--- src/rtl/core_lsu_align.sv ---
// Load/store alignment unit: splits misaligned accesses into two bus beats,
// lane-shifts store data and merges/extends load data for writeback.
module core_lsu_align #(
    parameter int DATA_WIDTH  = 32,
    parameter int ADDR_WIDTH  = 32,
    parameter bit MISALIGN_EN = 1'b1
) (
    input  logic                    clk_i,
    input  logic                    rstn_i,
    input  logic                    req_valid_i,
    output logic                    req_ready_o,
    input  logic                    req_we_i,
    input  logic [2:0]              req_op_i,
    input  logic [ADDR_WIDTH-1:0]   req_addr_i,
    input  logic [DATA_WIDTH-1:0]   req_wdata_i,
    output logic                    resp_valid_o,
    output logic [DATA_WIDTH-1:0]   resp_rdata_o,
    output logic                    resp_err_o,
    output logic                    data_req_o,
    input  logic                    data_gnt_i,
    output logic [ADDR_WIDTH-1:0]   data_addr_o,
    output logic                    data_we_o,
    output logic [DATA_WIDTH/8-1:0] data_be_o,
    output logic [DATA_WIDTH-1:0]   data_wdata_o,
    input  logic                    data_rvalid_i,
    input  logic [DATA_WIDTH-1:0]   data_rdata_i
);

    localparam int NB = DATA_WIDTH / 8;
    localparam int OW = (NB > 1) ? $clog2(NB) : 1;

    typedef enum logic [2:0] {
        S_IDLE,
        S_REQ_LO,
        S_WAIT_LO,
        S_REQ_HI,
        S_WAIT_HI,
        S_RESP
    } state_e;

    state_e                    state_q, state_d;
    logic [2:0]                op_q, op_d;
    logic                      we_q, we_d;
    logic [OW-1:0]             off_q, off_d;
    logic [ADDR_WIDTH-1:0]     base_q, base_d;
    logic [2*NB-1:0]           be2_q, be2_d;
    logic [2*DATA_WIDTH-1:0]   wd2_q, wd2_d;
    logic [DATA_WIDTH-1:0]     lo_q, lo_d;
    logic [DATA_WIDTH-1:0]     hi_q, hi_d;
    logic                      err_q, err_d;
    logic                      split_q, split_d;

    logic [OW-1:0]             in_off;
    logic [OW-1:0]             amask;
    int                        sz;
    logic                      illegal;
    logic                      misal;
    logic                      split;
    logic [2*NB-1:0]           mask;
    logic [2*DATA_WIDTH-1:0]   wshift;
    logic [DATA_WIDTH-1:0]     w;
    logic [DATA_WIDTH-1:0]     ld;

    // Decode of the incoming request, only consumed on accept.
    always_comb begin
        in_off = req_addr_i[OW-1:0];
        sz     = 4;
        amask  = OW'(3);
        case (req_op_i[1:0])
            2'b00: begin
                sz    = 1;
                amask = '0;
            end
            2'b01: begin
                sz    = 2;
                amask = OW'(1);
            end
            default: begin
                sz    = 4;
                amask = OW'(3);
            end
        endcase
        if (req_we_i) begin
            illegal = (req_op_i >= 3'b011);
        end else begin
            illegal = (req_op_i == 3'b011) || (req_op_i[2:1] == 2'b11);
        end
        misal = |(in_off & amask);
        split = (int'(in_off) + sz) > NB;
        for (int i = 0; i < 2*NB; i++) begin
            mask[i] = (i >= int'(in_off)) && (i < int'(in_off) + sz);
        end
        wshift = {{DATA_WIDTH{1'b0}}, req_wdata_i} << {in_off, 3'b000};
    end

    always_comb begin
        state_d = state_q;
        op_d    = op_q;
        we_d    = we_q;
        off_d   = off_q;
        base_d  = base_q;
        be2_d   = be2_q;
        wd2_d   = wd2_q;
        lo_d    = lo_q;
        hi_d    = hi_q;
        err_d   = err_q;
        split_d = split_q;
        unique case (state_q)
            S_IDLE: begin
                if (req_valid_i) begin
                    op_d    = req_op_i;
                    we_d    = req_we_i;
                    off_d   = in_off;
                    base_d  = {req_addr_i[ADDR_WIDTH-1:OW], {OW{1'b0}}};
                    be2_d   = mask;
                    wd2_d   = wshift;
                    lo_d    = '0;
                    hi_d    = '0;
                    split_d = split;
                    err_d   = illegal || (misal && !MISALIGN_EN);
                    state_d = err_d ? S_RESP : S_REQ_LO;
                end
            end
            S_REQ_LO: begin
                if (data_gnt_i) state_d = S_WAIT_LO;
            end
            S_WAIT_LO: begin
                if (data_rvalid_i) begin
                    lo_d    = data_rdata_i;
                    state_d = split_q ? S_REQ_HI : S_RESP;
                end
            end
            S_REQ_HI: begin
                if (data_gnt_i) state_d = S_WAIT_HI;
            end
            S_WAIT_HI: begin
                if (data_rvalid_i) begin
                    hi_d    = data_rdata_i;
                    state_d = S_RESP;
                end
            end
            S_RESP: state_d = S_IDLE;
            default: state_d = S_IDLE;
        endcase
    end

    // Merge both beats, then pick and extend the addressed bytes.
    always_comb begin
        w = DATA_WIDTH'({hi_q, lo_q} >> {off_q, 3'b000});
        case (op_q)
            3'b000:  ld = DATA_WIDTH'($signed(w[7:0]));
            3'b001:  ld = DATA_WIDTH'($signed(w[15:0]));
            3'b010:  ld = DATA_WIDTH'($signed(w[31:0]));
            3'b100:  ld = DATA_WIDTH'(w[7:0]);
            3'b101:  ld = DATA_WIDTH'(w[15:0]);
            default: ld = '0;
        endcase
    end

    always_comb begin
        req_ready_o  = 1'b0;
        resp_valid_o = 1'b0;
        resp_err_o   = 1'b0;
        resp_rdata_o = '0;
        data_req_o   = 1'b0;
        data_addr_o  = '0;
        data_we_o    = 1'b0;
        data_be_o    = '0;
        data_wdata_o = '0;
        unique case (state_q)
            S_IDLE: req_ready_o = 1'b1;
            S_REQ_LO: begin
                data_req_o   = 1'b1;
                data_addr_o  = base_q;
                data_we_o    = we_q;
                data_be_o    = be2_q[NB-1:0];
                data_wdata_o = wd2_q[DATA_WIDTH-1:0];
            end
            S_REQ_HI: begin
                data_req_o   = 1'b1;
                data_addr_o  = base_q + ADDR_WIDTH'(NB);
                data_we_o    = we_q;
                data_be_o    = be2_q[2*NB-1:NB];
                data_wdata_o = wd2_q[2*DATA_WIDTH-1:DATA_WIDTH];
            end
            S_RESP: begin
                resp_valid_o = 1'b1;
                resp_err_o   = err_q;
                if (!err_q && !we_q) resp_rdata_o = ld;
            end
            default: ;
        endcase
    end

    always_ff @(posedge clk_i) begin
        if (!rstn_i) begin
            state_q <= S_IDLE;
            op_q    <= '0;
            we_q    <= 1'b0;
            off_q   <= '0;
            base_q  <= '0;
            be2_q   <= '0;
            wd2_q   <= '0;
            lo_q    <= '0;
            hi_q    <= '0;
            err_q   <= 1'b0;
            split_q <= 1'b0;
        end else begin
            state_q <= state_d;
            op_q    <= op_d;
            we_q    <= we_d;
            off_q   <= off_d;
            base_q  <= base_d;
            be2_q   <= be2_d;
            wd2_q   <= wd2_d;
            lo_q    <= lo_d;
            hi_q    <= hi_d;
            err_q   <= err_d;
            split_q <= split_d;
        end
    end

endmodule
--- config.mk ---
export PLATFORM = sky130hd
export DESIGN_NAME = core_lsu_align
export DESIGN_NICKNAME = d
export VERILOG_FILES = /design/src/rtl/core_lsu_align.sv
export SDC_FILE = /design/constraint.sdc
export NUM_CORES = 1
export LEC_CHECK = 0
export ABC_AREA = 1
export BUFFER_PORTS_ARGS = -buffer_cell sky130_fd_sc_hd__buf_2
export CELL_PAD_IN_SITES_DETAIL_PLACEMENT = 1
export CELL_PAD_IN_SITES_GLOBAL_PLACEMENT = 2
export CORE_ASPECT_RATIO = 0.8
export CORE_UTILIZATION = 31
export CTS_CLUSTER_SIZE = 24
export DETAILED_ROUTE_END_ITERATION = 7
export MAX_ROUTING_LAYER = met4
export PLACE_DENSITY_LB_ADDON = 0.1
export SLEW_MARGIN = 20
export SYNTH_ARGS = -nofsm -noshare
export SYNTH_HDL_FRONTEND = slang
export SYNTH_SLANG_ARGS = --single-unit
--- constraint.sdc ---
create_clock -name clk_i -period 3.71 [get_ports clk_i]
set_input_delay 0.1855 -clock clk_i [delete_from_list [all_inputs] [get_ports clk_i]]
set_output_delay 0.1855 -clock clk_i [all_outputs]
set_load 0.05 [all_outputs]
# Yosys cells after proc, flatten, opt, wreduce, memory -nomap -nowiden
# Cells that the tools add are included.
# Widths: inputs -> output; s select.
# classes
n_addsub,2
magnitude_cmp,13
n_eq_ne,17
n_shift,2
mux,25
n_reduce_logical,17
# ops
operator,n
$pmux 32 s2,4
$pmux 32 s5,1
$lt 4x32->1 const A,4
$mux 32,4
$lt 3x32->1 const A,2
$shl 32x5->64,1
$shr 64x5->32,1
$add 3x32->32,1
$add 32x3->32 const B,1
$gt 32x4->1 const B,1
$lt 1x32->1 const A,1
$lt 2x32->1 const A,1
$mux 3,7
$pmux 3 s5,1
$eq 3x2->1 const B,4
$eq 3x3->1 const B,4
$ne 2x2->1 const B,5
$pmux 4 s2,1
$eq 3x1->1 const B,2
$logic_not 3->1,2
$mux 1,6
$pmux 3 s2,1
$reduce_and 3->1,2
$reduce_and 5->1,1
other kinds (12),18
# totals
regBits,177
input_bits,105
out_inout_bits,105
wordCells,87

# Depth between registers and ports, before layout
# Gate-level depths: netlist (run 1).
# depth
word_depth,6
ltp_mapped,12
depth_no_buf,12

# Worst setup path before layout (run 1)
# OpenSTA, ideal clock, no wires.
# synth_timing
path_kind,register to output
start,reg state_q[0]
end,out data_addr_o[16]
arrival_time_ps,2386
required_ps,3524
slack_ps,1138
stages_incl_launch_ff,6
path_buffers,1
path_cell_list,dfxtp_1 > inv_2 > nor2_4 > nand2_1 > clkbuf_1 > o21ai_0
# synth_between
elab_chain_cells,2
elab_cells_between_ends,3
cone_classes,eq/ne (2); mux (1)
# synth_rtl
item,line_no,text
from (decl),41,"state_e state_q, state_d;"
from (signal assigned),209,state_q <= state_d;
$eq 3x2->1 or $eq 3x1->1 (tied branches),170,unique case (state_q)
$pmux 32 s2 (*),170,
to (decl),21,"output logic [ADDR_WIDTH-1:0] data_addr_o,"
# Mark *: on every way between the ends. The rest lies on a longest branch, timed or not.

# Worst setup path in the final report (run 1)
# layout_timing
start,reg state_q[1]
end,out data_be_o[2]
# layout_between
elab_chain_cells,2
elab_cells_between_ends,3
cone_classes,eq/ne (2); mux (1)
# layout_rtl
item,line_no,text
$eq 3x2->1 or $eq 3x1->1 (tied branches),170,
$pmux 4 s2 (*),170,
to (decl),23,"output logic [DATA_WIDTH/8-1:0] data_be_o,"
# Marks and branches as above.

==> results of run 1 <==
layer usage:
metal / GRT usage [%] / vias up
met2: 35.5 / 243
li1: - / 5233
met1: 38.7 / 5026
met5: - / -
met4: 5.13 / 0
met3: 5.23 / 20
report_power, final:
group          leakage (uW)  switching [uW]  internal [uW]
clock              0.000295             855           1030
sequential          0.00131             353           2100
combinational       0.00342            2400            798
total               0.00502            3610           3930
area by class of cell:
type,count,area (sq um),share of cell area (%)
Antenna cell,3,7.51,0.0658
Clock inverter,14,171,1.50
Clock buffer,18,439,3.85
Sequential cell,160,3200,28.1
Inverter,124,470,4.12
Multi-Input combinational cell,1120,5290,46.4
Timing Repair Buffer,238,1320,11.6
Tap cell,406,508,4.45
kinds of logic (layout without fill, tap and decap cells):
family / count (synthesis) / in the layout
other cells: 1 / 5
simple gates: 717 / 717
fa+ha+maj: 4 / 4
compound gates: 397 / 397
buf+inv: 222 / 394
flops: 160 / 160
worst max-delay path: stages (launching register included):
cell and delay, ns:
dfxtp_1 0.57, nand3_1 0.25, inv_2 0.56, buf_4 0.43, a22o_1 0.28, buf_2 0.29
stage by stage:
stage	power [uW]	instances	util, %	area [sq um]
global route	8010	2083	38.4	11400
floorplan	4750	1502	-	9490
global placement	5590	2032	35.8	10600
finish	7530	2083	38.4	11400
CTS	7560	2080	38.4	11400
detailed placement	5640	2032	35.8	10600
repair_timing:
item                                   4_1_cts  5_1_grt
setup buffers                                0        0
endpoints found under the hold margin       17        0
hold buffers                                16        0
layout by cell type, fill, tap and decap left out, drive strengths merged:
master | Yosys | routed
nand2 | 457 | 457
buf | 59 | 222
o21ai | 175 | 175
a21oi | 163 | 163
dfxtp | 160 | 160
nor2 | 137 | 137
inv | 124 | 130
nand3 | 113 | 113
a22o | 26 | 26
clkbuf | 39 | 18
dlygate4sd3 | 0 | 16
o211ai | 11 | 11
a211oi | 8 | 8
o21a | 8 | 8
or2 | 6 | 6
o22ai | 4 | 4
clkinv | 0 | 4
diode | 0 | 3
ha | 3 | 3
nand4 | 2 | 2
conb | 1 | 2
clkinvlp | 0 | 2
bufinv | 0 | 2
a31oi | 1 | 1
o32ai | 1 | 1
nor3 | 1 | 1
and2 | 1 | 1
fa | 1 | 1
registers in the layout, summed over array words and instances, names as in the netlist, 2 cells and up:
register  count
wd2_q        56
lo_q         32
base_q       30
hi_q         24
be2_q         8
op_q          3
state_q       3
off_q         2
worst max-delay path by stage:
stage                            start               end  slack [ns]  depth (start not counted)
3_3_place_gp   state_q[1]$_SDFFE_PN0P_      data_be_o[2]        1.09                          5
5_1_grt          off_q[0]$_SDFFE_PN0P_  resp_rdata_o[27]        0.46                          7
4_1_cts        state_q[1]$_SDFFE_PN0P_      data_be_o[2]        0.60                          5
2_1_floorplan  state_q[0]$_SDFFE_PN0P_   data_addr_o[16]        1.14                          5
6_report       state_q[1]$_SDFFE_PN0P_      data_be_o[2]        0.68                          5
3_5_place_dp   state_q[1]$_SDFFE_PN0P_      data_be_o[2]        1.10                          5
==> impl_metrics.toml, run 1 <==
[drt]
postRouteAntennaNets = 0
routed.top_layer = "met4"
drt-pass1-iter-count = 4
drtIter0Drc = 503
wl_met2_mm = 15.5
wl_per_cell_microns = 18.9
wl_met3_mm = 2.23
m1WireLength_mm = 21.3
drc = 0
wl_mm = 39.3
avgViaCountPerCell = 5.05
num_vias = 10500

[critical_path]
r2r_slack_ns = 1.35
r2r-end = "off_q[0]$_SDFFE_PN0P_"
reg2regPathDepth = 7
required_ns = 3.52
cp-start-kind = "flop"
path_max_fanout = 33
criticalPathCategory = "flop to output port"
worst_ep_arrival_time_ns = 2.85
crit_path_end_kind = "output port"
worstReg2RegStart = "state_q[1]$_SDFFE_PN0P_"

[timing]
rsz0062_at_grt = "no"
min_period_over_period_pct = 81.7
setup_tns_ns = 0
post-route-min-period_ns = 3.03
fin_ws_ns = 0.678
worst_pin_slew_ns = 0.920
max-slew-margin-rel_pct = 38.5
clock.fmax_ghz = 0.330
setup_viol = 0
hold_slack_ns = 0.0104
hold_violations = 0
skew_ns = 0.0138
slew_violations = 0

[global_route]
grt_remaining_overflow = 0
antenna_found_initial = 3
grt.total_usage_pct = 26.0
grt_pass1_vias = 9996
grt_first_pass_wirelength_mm = 59.8
grt_max_degree = 76

[clock_network]
cts.sink_count = 160
clk_path_buf_depth = 2
cts_root_buf = "clkbuf_16"
htreeDepth = 4
clkTransAtPathRegs_ns = 0.07
clkLatencyLatePin_ns = 0.45
cts_resized = 0
cts_tree = "done"
cts_buffers = 17

[job]
cap_violations = 0

[pwr]
leakage_uw = 0.00502
ir_drop_v = 0.000317
power.density_nw_per_um2 = 660

[yosys]
syn_avg_cell_area_sq_um = 6.32
synthMuxAreaShare_pct = 0
synth_top_family_by_area = "simple AND/OR/NAND/NOR gates"
synth.largest_area_cell = "dfxtp_1"
synthCells = 1501
synth.distinct_cells = 41
ys_ff_latch = 160
synth_edf_count = 0
synth_xor_xnor_area_share_pct = 0
ys.flop_type = "dfxtp_1"
synth_warnings = 0
netlist_top_cells_count = "nand2_1 (441), o21ai_0 (166), dfxtp_1 (160)"
yosysMostFrequentCell = "nand2_1"
synth_fa_ha_area_share_pct = 0.607
syn-cell-area_sq_um = 9490
synth.area.top_cells = "dfxtp_1 (34%), nand2_1 (17%), o21ai_0 (8.8%), a21oi_1 (7.8%), nand3_1 (5.9%)"
synth_compound_area_share_pct = 23.5
synth-seq-area-share_pct = 33.8
synthSimpleGateAreaFrac_pct = 31.5
synth_top_area_share_pct = 33.8
ys_async_sr_fraction_pct = 0

[place]
dpl.hpwl_mm = 28.2
dp_slack_ns = 1.10
numPortBuffers = 207
place_congestion = 0.896

[die]
dieArea_sq_um = 31300
initial_core_util_pct = 31.9
die_h_microns = 158
dieWidth_microns = 198
coreArea_sq_um = 29700
rows = 56
ios = 210

[hold_path]
whs_path_depth = 3
min_from = "data_rdata_i[26]"
holdPathEnd = "lo_q[26]$_SDFFE_PN0P_"
hp-class = "input port to flop"

[layout]
drive_gt1_share_pct = 18.6
fillers = 3984
synthToLayoutAreaGrowth_pct = 20.3
nets = 1770

[status]
outcome = "finished clean"
Note: power is estimated with default switching activity, not from simulation.
==> inputs of run 2 (changes only) <==
--- a/config.mk
+++ b/config.mk
@@ -5,7 +5,7 @@
 export SDC_FILE = /design/constraint.sdc
 export NUM_CORES = 1
 export LEC_CHECK = 0
-export ABC_AREA = 1
+export ABC_AREA = 0
 export BUFFER_PORTS_ARGS = -buffer_cell sky130_fd_sc_hd__buf_2
 export CELL_PAD_IN_SITES_DETAIL_PLACEMENT = 1
 export CELL_PAD_IN_SITES_GLOBAL_PLACEMENT = 2
==> constraint.sdc (replaced) <==
create_clock -name clk_i -period 3.2 [get_ports clk_i]
set_input_delay 0.16 -clock clk_i [delete_from_list [all_inputs] [get_ports clk_i]]
set_output_delay 0.16 -clock clk_i [all_outputs]
set_load 0.05 [all_outputs]
==> impl_metrics.toml, run 2 <==
[timing]
slew_violations = 0
setup_viol = 0
post-route-min-period_ns = 3.02
clock.fmax_ghz = 0.332
max-slew-margin-rel_pct = 35.2
worst_pin_slew_ns = 0.971
skew_ns = 0.00869
min_period_over_period_pct = 94.2
setup_tns_ns = 0
rsz0062_at_grt = "no"
hold_violations = 0
fin_ws_ns = 0.185

[layout]
largest_register_ff_count = 56
seqCellArea_sq_um = 3210
reg_top3 = "wd2_q: 56 flops, lo_q: 32 flops, base_q: 30 flops"
fillers = 3456
mostFrequentLayoutCells = "nand2_1 (212), buf_2 (207), a21oi_1 (194)"
final_cells = 1741
layout_commonest_cell = "nand2_1"
nets = 1457
multi_input_area_sq_um = 5230
drive_gt1_share_pct = 23.7
top_register = "wd2_q"
synthToLayoutAreaGrowth_pct = 28.2

[pwr]
power.density_nw_per_um2 = 498
total_power_uw = 5680
ir_drop_v = 0.000393
leakage_uw = 0.00425

[yosys]
synth_warnings = 0
synth_xor_xnor_area_share_pct = 1.18
ys.flop_type = "dfxtp_1"
synthCells = 1143
synth_top_family_by_area = "simple AND/OR/NAND/NOR gates"
synthMuxAreaShare_pct = 15.1
ys_async_sr_fraction_pct = 0
ys_ff_latch = 160
synth_top_area_share_pct = 36.0
syn-cell-area_sq_um = 8890
synth_compound_area_share_pct = 15.7
synthSimpleGateAreaFrac_pct = 25.7
synth.area.top_cells = "dfxtp_1 (36%), a21oi_1 (11%), nand2_1 (9.0%), mux4_2 (7.1%), mux2i_1 (5.6%)"
synth_edf_count = 0
netlist_top_cells_count = "nand2_1 (212), a21oi_1 (195), dfxtp_1 (160)"
synth.distinct_cells = 49
synth-seq-area-share_pct = 36.0
synth_fa_ha_area_share_pct = 0.648
yosysMostFrequentCell = "nand2_1"
syn_avg_cell_area_sq_um = 7.78
synth.largest_area_cell = "dfxtp_1"

[global_route]
antenna_found_initial = 10
grt.total_usage_pct = 24.2
grt_first_pass_wirelength_mm = 53.1
grt_remaining_overflow = 0
grt_pass1_vias = 8962
grt_max_degree = 83

[place]
place_congestion = 0.802
dpl.hpwl_mm = 23.8
dp.cells = 1637
numPortBuffers = 207
dp_slack_ns = 0.508

[die]
initial_core_util_pct = 31.5
dieArea_sq_um = 29400
ios = 210
rows = 55
dieWidth_microns = 191
die_h_microns = 153
coreArea_sq_um = 28200

[clock_network]
clk_path_buf_depth = 2
htreeDepth = 4
cts_root_buf = "clkbuf_16"
clkLatencyLatePin_ns = 0.44
cts_tree = "done"
cts.sink_count = 160
postCtsSetupBuffers = 0
clkTransAtPathRegs_ns = 0.06
cts_buffers = 17

[critical_path]
required_ns = 3.04
criticalPathCategory = "flop to output port"
critPathLaunch = "state_q[1]$_SDFFE_PN0P_"
reg2regPathDepth = 5
worstReg2RegStart = "state_q[2]$_SDFFE_PN0P_"
r2r_slack_ns = 0.79
path_max_fanout = 16
worst_ep_arrival_time_ns = 2.86
crit_path_end_kind = "output port"
r2r-end = "off_q[1]$_SDFFE_PN0P_"
cp-start-kind = "flop"

[drt]
wl_per_cell_microns = 19.9
num_vias = 9132
postRouteAntennaNets = 0
drc = 0
wl_mm = 34.6
drtIter0Drc = 593
drt-pass1-iter-count = 5
avgViaCountPerCell = 5.25

[status]
outcome = "finished clean"

[hold_path]
holdPathEnd = "base_q[9]$_SDFFE_PN0P_"
hp-class = "input port to flop"
min_from = "req_addr_i[9]"
whs_path_depth = 3

[job]
cap_violations = 0
run 2: worst max path at each step:
| stage | endpoint |
|---|---|
| 4_1_cts | data_addr_o[31] |
| 3_5_place_dp | data_addr_o[31] |
| 3_3_place_gp | data_addr_o[31] |
| 6_report | data_addr_o[31] |
| 5_1_grt | data_addr_o[26] |
| 2_1_floorplan | data_addr_o[28] |
run 2: cells by family after synthesis:
logic type | count (synthesis)
buffers and inverters | 120
adder cells (fa/ha/maj) | 4
multiplexers | 97
XOR/XNOR | 12
other | 1
flip-flops | 160
AND/OR/NAND/NOR | 493
AO/OA/AOI/OAI | 256
run 2: final cells by class:
| cell class | count | area share, % |
|---|---|---|
| Multi-Input combinational cell | 864 | 45.9 |
| Clock buffer | 18 | 3.77 |
| Sequential cell | 160 | 28.1 |
| Timing Repair Buffer | 293 | 16.3 |
| Tap cell | 370 | 4.06 |
| Antenna cell | 10 | 0.220 |
| Inverter | 12 | 0.417 |
| Clock inverter | 14 | 1.13 |
run 2: per-stage QoR:
| stage | instance area, sq um | hold slack [ns] | util (%) |
|---|---|---|---|
| global placement | 10200 | 0.404 | 36.1 |
| finish | 11400 | 0.0182 | 40.4 |
| global route | 11400 | 0.0226 | 40.4 |
| floorplan | 8890 | 0.282 | - |
| detailed placement | 10200 | 0.411 | 36.1 |
| CTS | 11400 | 0.000468 | 40.3 |
run 2: critical path, cell delays in order (launching register included):
cell	delay, ns
dfxtp_2	0.58
nand4_2	0.31
or4_4	0.64
or3_1	0.37
a21oi_1	0.21
buf_2	0.30
run 2: where the power goes:
group | total [uW] | leakage, uW | internal, uW | switching [uW]
registers | 2280 | 0.00130 | 2140 | 141
clock network | 2020 | 0.000268 | 1080 | 935
logic | 1380 | 0.00268 | 445 | 937
total | 5680 | 0.00425 | 3660 | 2010
run 2: per-layer routing:
metal | vias to the layer above | share of wire, % | GRT usage, %
met5 | - | 0 | -
met4 | 0 | 0.96 | 5.86
met3 | 17 | 5.5 | 4.59
met2 | 221 | 41 | 32.6
met1 | 4433 | 52 | 36.2
li1 | 4461 | - | -
run 2: what timing repair did:
item                                    in CTS  in global routing
hold buffers                                62                  0
gates resized for setup                      0                  1
endpoints found under the hold margin       71                  0
endpoints found under the setup margin       0                  5
==> inputs of run 3 (changes only) <==
--- a/config.mk
+++ b/config.mk
@@ -7,10 +7,11 @@
 export LEC_CHECK = 0
 export ABC_AREA = 0
 export BUFFER_PORTS_ARGS = -buffer_cell sky130_fd_sc_hd__buf_2
+export CAP_MARGIN = 10
 export CELL_PAD_IN_SITES_DETAIL_PLACEMENT = 1
 export CELL_PAD_IN_SITES_GLOBAL_PLACEMENT = 2
 export CORE_ASPECT_RATIO = 0.8
-export CORE_UTILIZATION = 31
+export CORE_UTILIZATION = 33
 export CTS_CLUSTER_SIZE = 24
 export DETAILED_ROUTE_END_ITERATION = 7
 export MAX_ROUTING_LAYER = met4
==> constraint.sdc (replaced) <==
create_clock -name clk_i -period 3.7 [get_ports clk_i]
set_input_delay 0.185 -clock clk_i [delete_from_list [all_inputs] [get_ports clk_i]]
set_output_delay 0.185 -clock clk_i [all_outputs]
set_load 0.05 [all_outputs]
==> impl_metrics.toml, run 3 (same netlist as run 2, synthesis figures left out) <==
[pwr]
power.density_nw_per_um2 = 445
ir_drop_v = 0.000304
leakage_uw = 0.00407

[die]
rows = 53
coreArea_sq_um = 26400
initial_core_util_pct = 33.7
die_h_microns = 149
ios = 210
dieArea_sq_um = 27600
dieWidth_microns = 185

[drt]
postRouteAntennaNets = 0
routed.top_layer = "met4"
wl_met2_mm = 13.4
drc = 0
drtIter0Drc = 544
drt-pass1-iter-count = 5
wl_mm = 32.6
avgViaCountPerCell = 5.34
wl_per_cell_microns = 19.4
wl_met3_mm = 2.29
num_vias = 8966
m1WireLength_mm = 16.7

[global_route]
grt_pass1_vias = 8532
grt.total_usage_pct = 24.5
grt_max_degree = 104
antenna_found_initial = 6
grt_remaining_overflow = 0
grt_first_pass_wirelength_mm = 50.1

[critical_path]
crit_path_end_kind = "output port"
required_ns = 3.51
worst_ep_arrival_time_ns = 2.90
cp-start-kind = "flop"
criticalPathCategory = "flop to output port"
path_max_fanout = 17
r2r_slack_ns = 1.21

[timing]
min_period_over_period_pct = 83.3
fin_ws_ns = 0.617
slew_violations = 0
post-route-min-period_ns = 3.08
worst_pin_slew_ns = 1.03
setup_tns_ns = 0
skew_ns = 0.0103
max-slew-margin-rel_pct = 31.0
hold_violations = 0
rsz0062_at_grt = "no"
clock.fmax_ghz = 0.324
setup_viol = 0

[hold_path]
hp-class = "input port to flop"

[clock_network]
cts.sink_count = 160
cts_buffers = 17
clk_path_buf_depth = 2
clkLatencyLatePin_ns = 0.43
cts_tree = "done"
clkTransAtPathRegs_ns = 0.07
cts_resized = 0
htreeDepth = 4
cts_root_buf = "clkbuf_16"

[layout]
nets = 1411
drive_gt1_share_pct = 24.2
stdcell_area_sq_um = 10900
layout_commonest_cell = "nand2_1"
largest_register_ff_count = 56
synthToLayoutAreaGrowth_pct = 23.0
fillers = 3323
mostFrequentLayoutCells = "nand2_1 (212), buf_2 (207), a21oi_1 (194)"
reg_top3 = "wd2_q: 56 flops, lo_q: 32 flops, base_q: 30 flops"
top_register = "wd2_q"

[place]
dp_slack_ns = 1.09
place_area_sq_um = 10100
place_congestion = 0.835
numPortBuffers = 207
dpl.hpwl_mm = 22.7

[status]
outcome = "finished clean"

[job]
cap_violations = 0
[run 3: cell types whose count changed in the layout (fill, tap and decap cells not counted), moves of 2 or more]
| cell | delta |
|---|---|
| dlygate4sd3_1 | -42 |
| buf_4 | -4 |
| diode_2 | -3 |
| clkinv_4 | +2 |
[run 3: stage by stage]
step | util, % | hold slack, ns | cells | power (uW)
finish | 41.4 | 0.0183 | 1679 | 4860
global route | 41.4 | 0.00967 | 1678 | 5090
CTS | 41.4 | 0.00134 | 1672 | 4910
detailed placement | 38.4 | 0.437 | 1620 | 3140
global placement | 38.4 | 0.427 | 1620 | 3130
floorplan | - | 0.307 | 1144 | 2760
[run 3: worst paths after layout]
kind,from,to,depth (start not counted)
worst min register to register,wd2_q[41]$_SDFFE_PN0P_,wd2_q[41]$_SDFFE_PN0P_,2
worst min-delay path,data_rdata_i[20],lo_q[20]$_SDFFE_PN0P_,3
worst max-delay path,state_q[1]$_SDFFE_PN0P_,data_addr_o[31],5
worst max register to register,state_q[2]$_SDFFE_PN0P_,lo_q[0]$_SDFFE_PN0P_,6
[run 3: layout make-up]
class | instances | area [sq um] | share of cell area, %
inverter | 12 | 47.5 | 0.435
multi-input combinational | 864 | 5230 | 47.9
timing repair buffer | 247 | 1410 | 12.9
clock inverter | 14 | 130 | 1.19
tap | 357 | 447 | 4.09
clock buffer | 18 | 439 | 4.02
antenna | 7 | 17.5 | 0.160
sequential | 160 | 3210 | 29.3
[run 3: critical path, cell delays in order (launching register included)]
cell and delay (ns):
dfxtp_2 0.55, nand4_2 0.28, or4_1 0.73, or3_1 0.41, a21oi_1 0.20, buf_2 0.30
[run 3: power breakdown]
| part | total [uW] | internal [uW] | switching, uW |
|---|---|---|---|
| Clock | 1750 | 955 | 792 |
| Combinational | 1140 | 350 | 786 |
| Sequential | 1980 | 1850 | 129 |
[run 3: routing by layer]
metal	vias up	global-route usage, %
met4	0	4.34
li1	4367	-
met1	4335	36.5
met5	-	-
met2	251	33.3
met3	13	5.71
[run 3: repair_timing]
item	in CTS	in global routing
buffers inserted	0	0
hold endpoints to repair	20	0
hold buffers	20	0
endpoints found under the setup margin	0	0
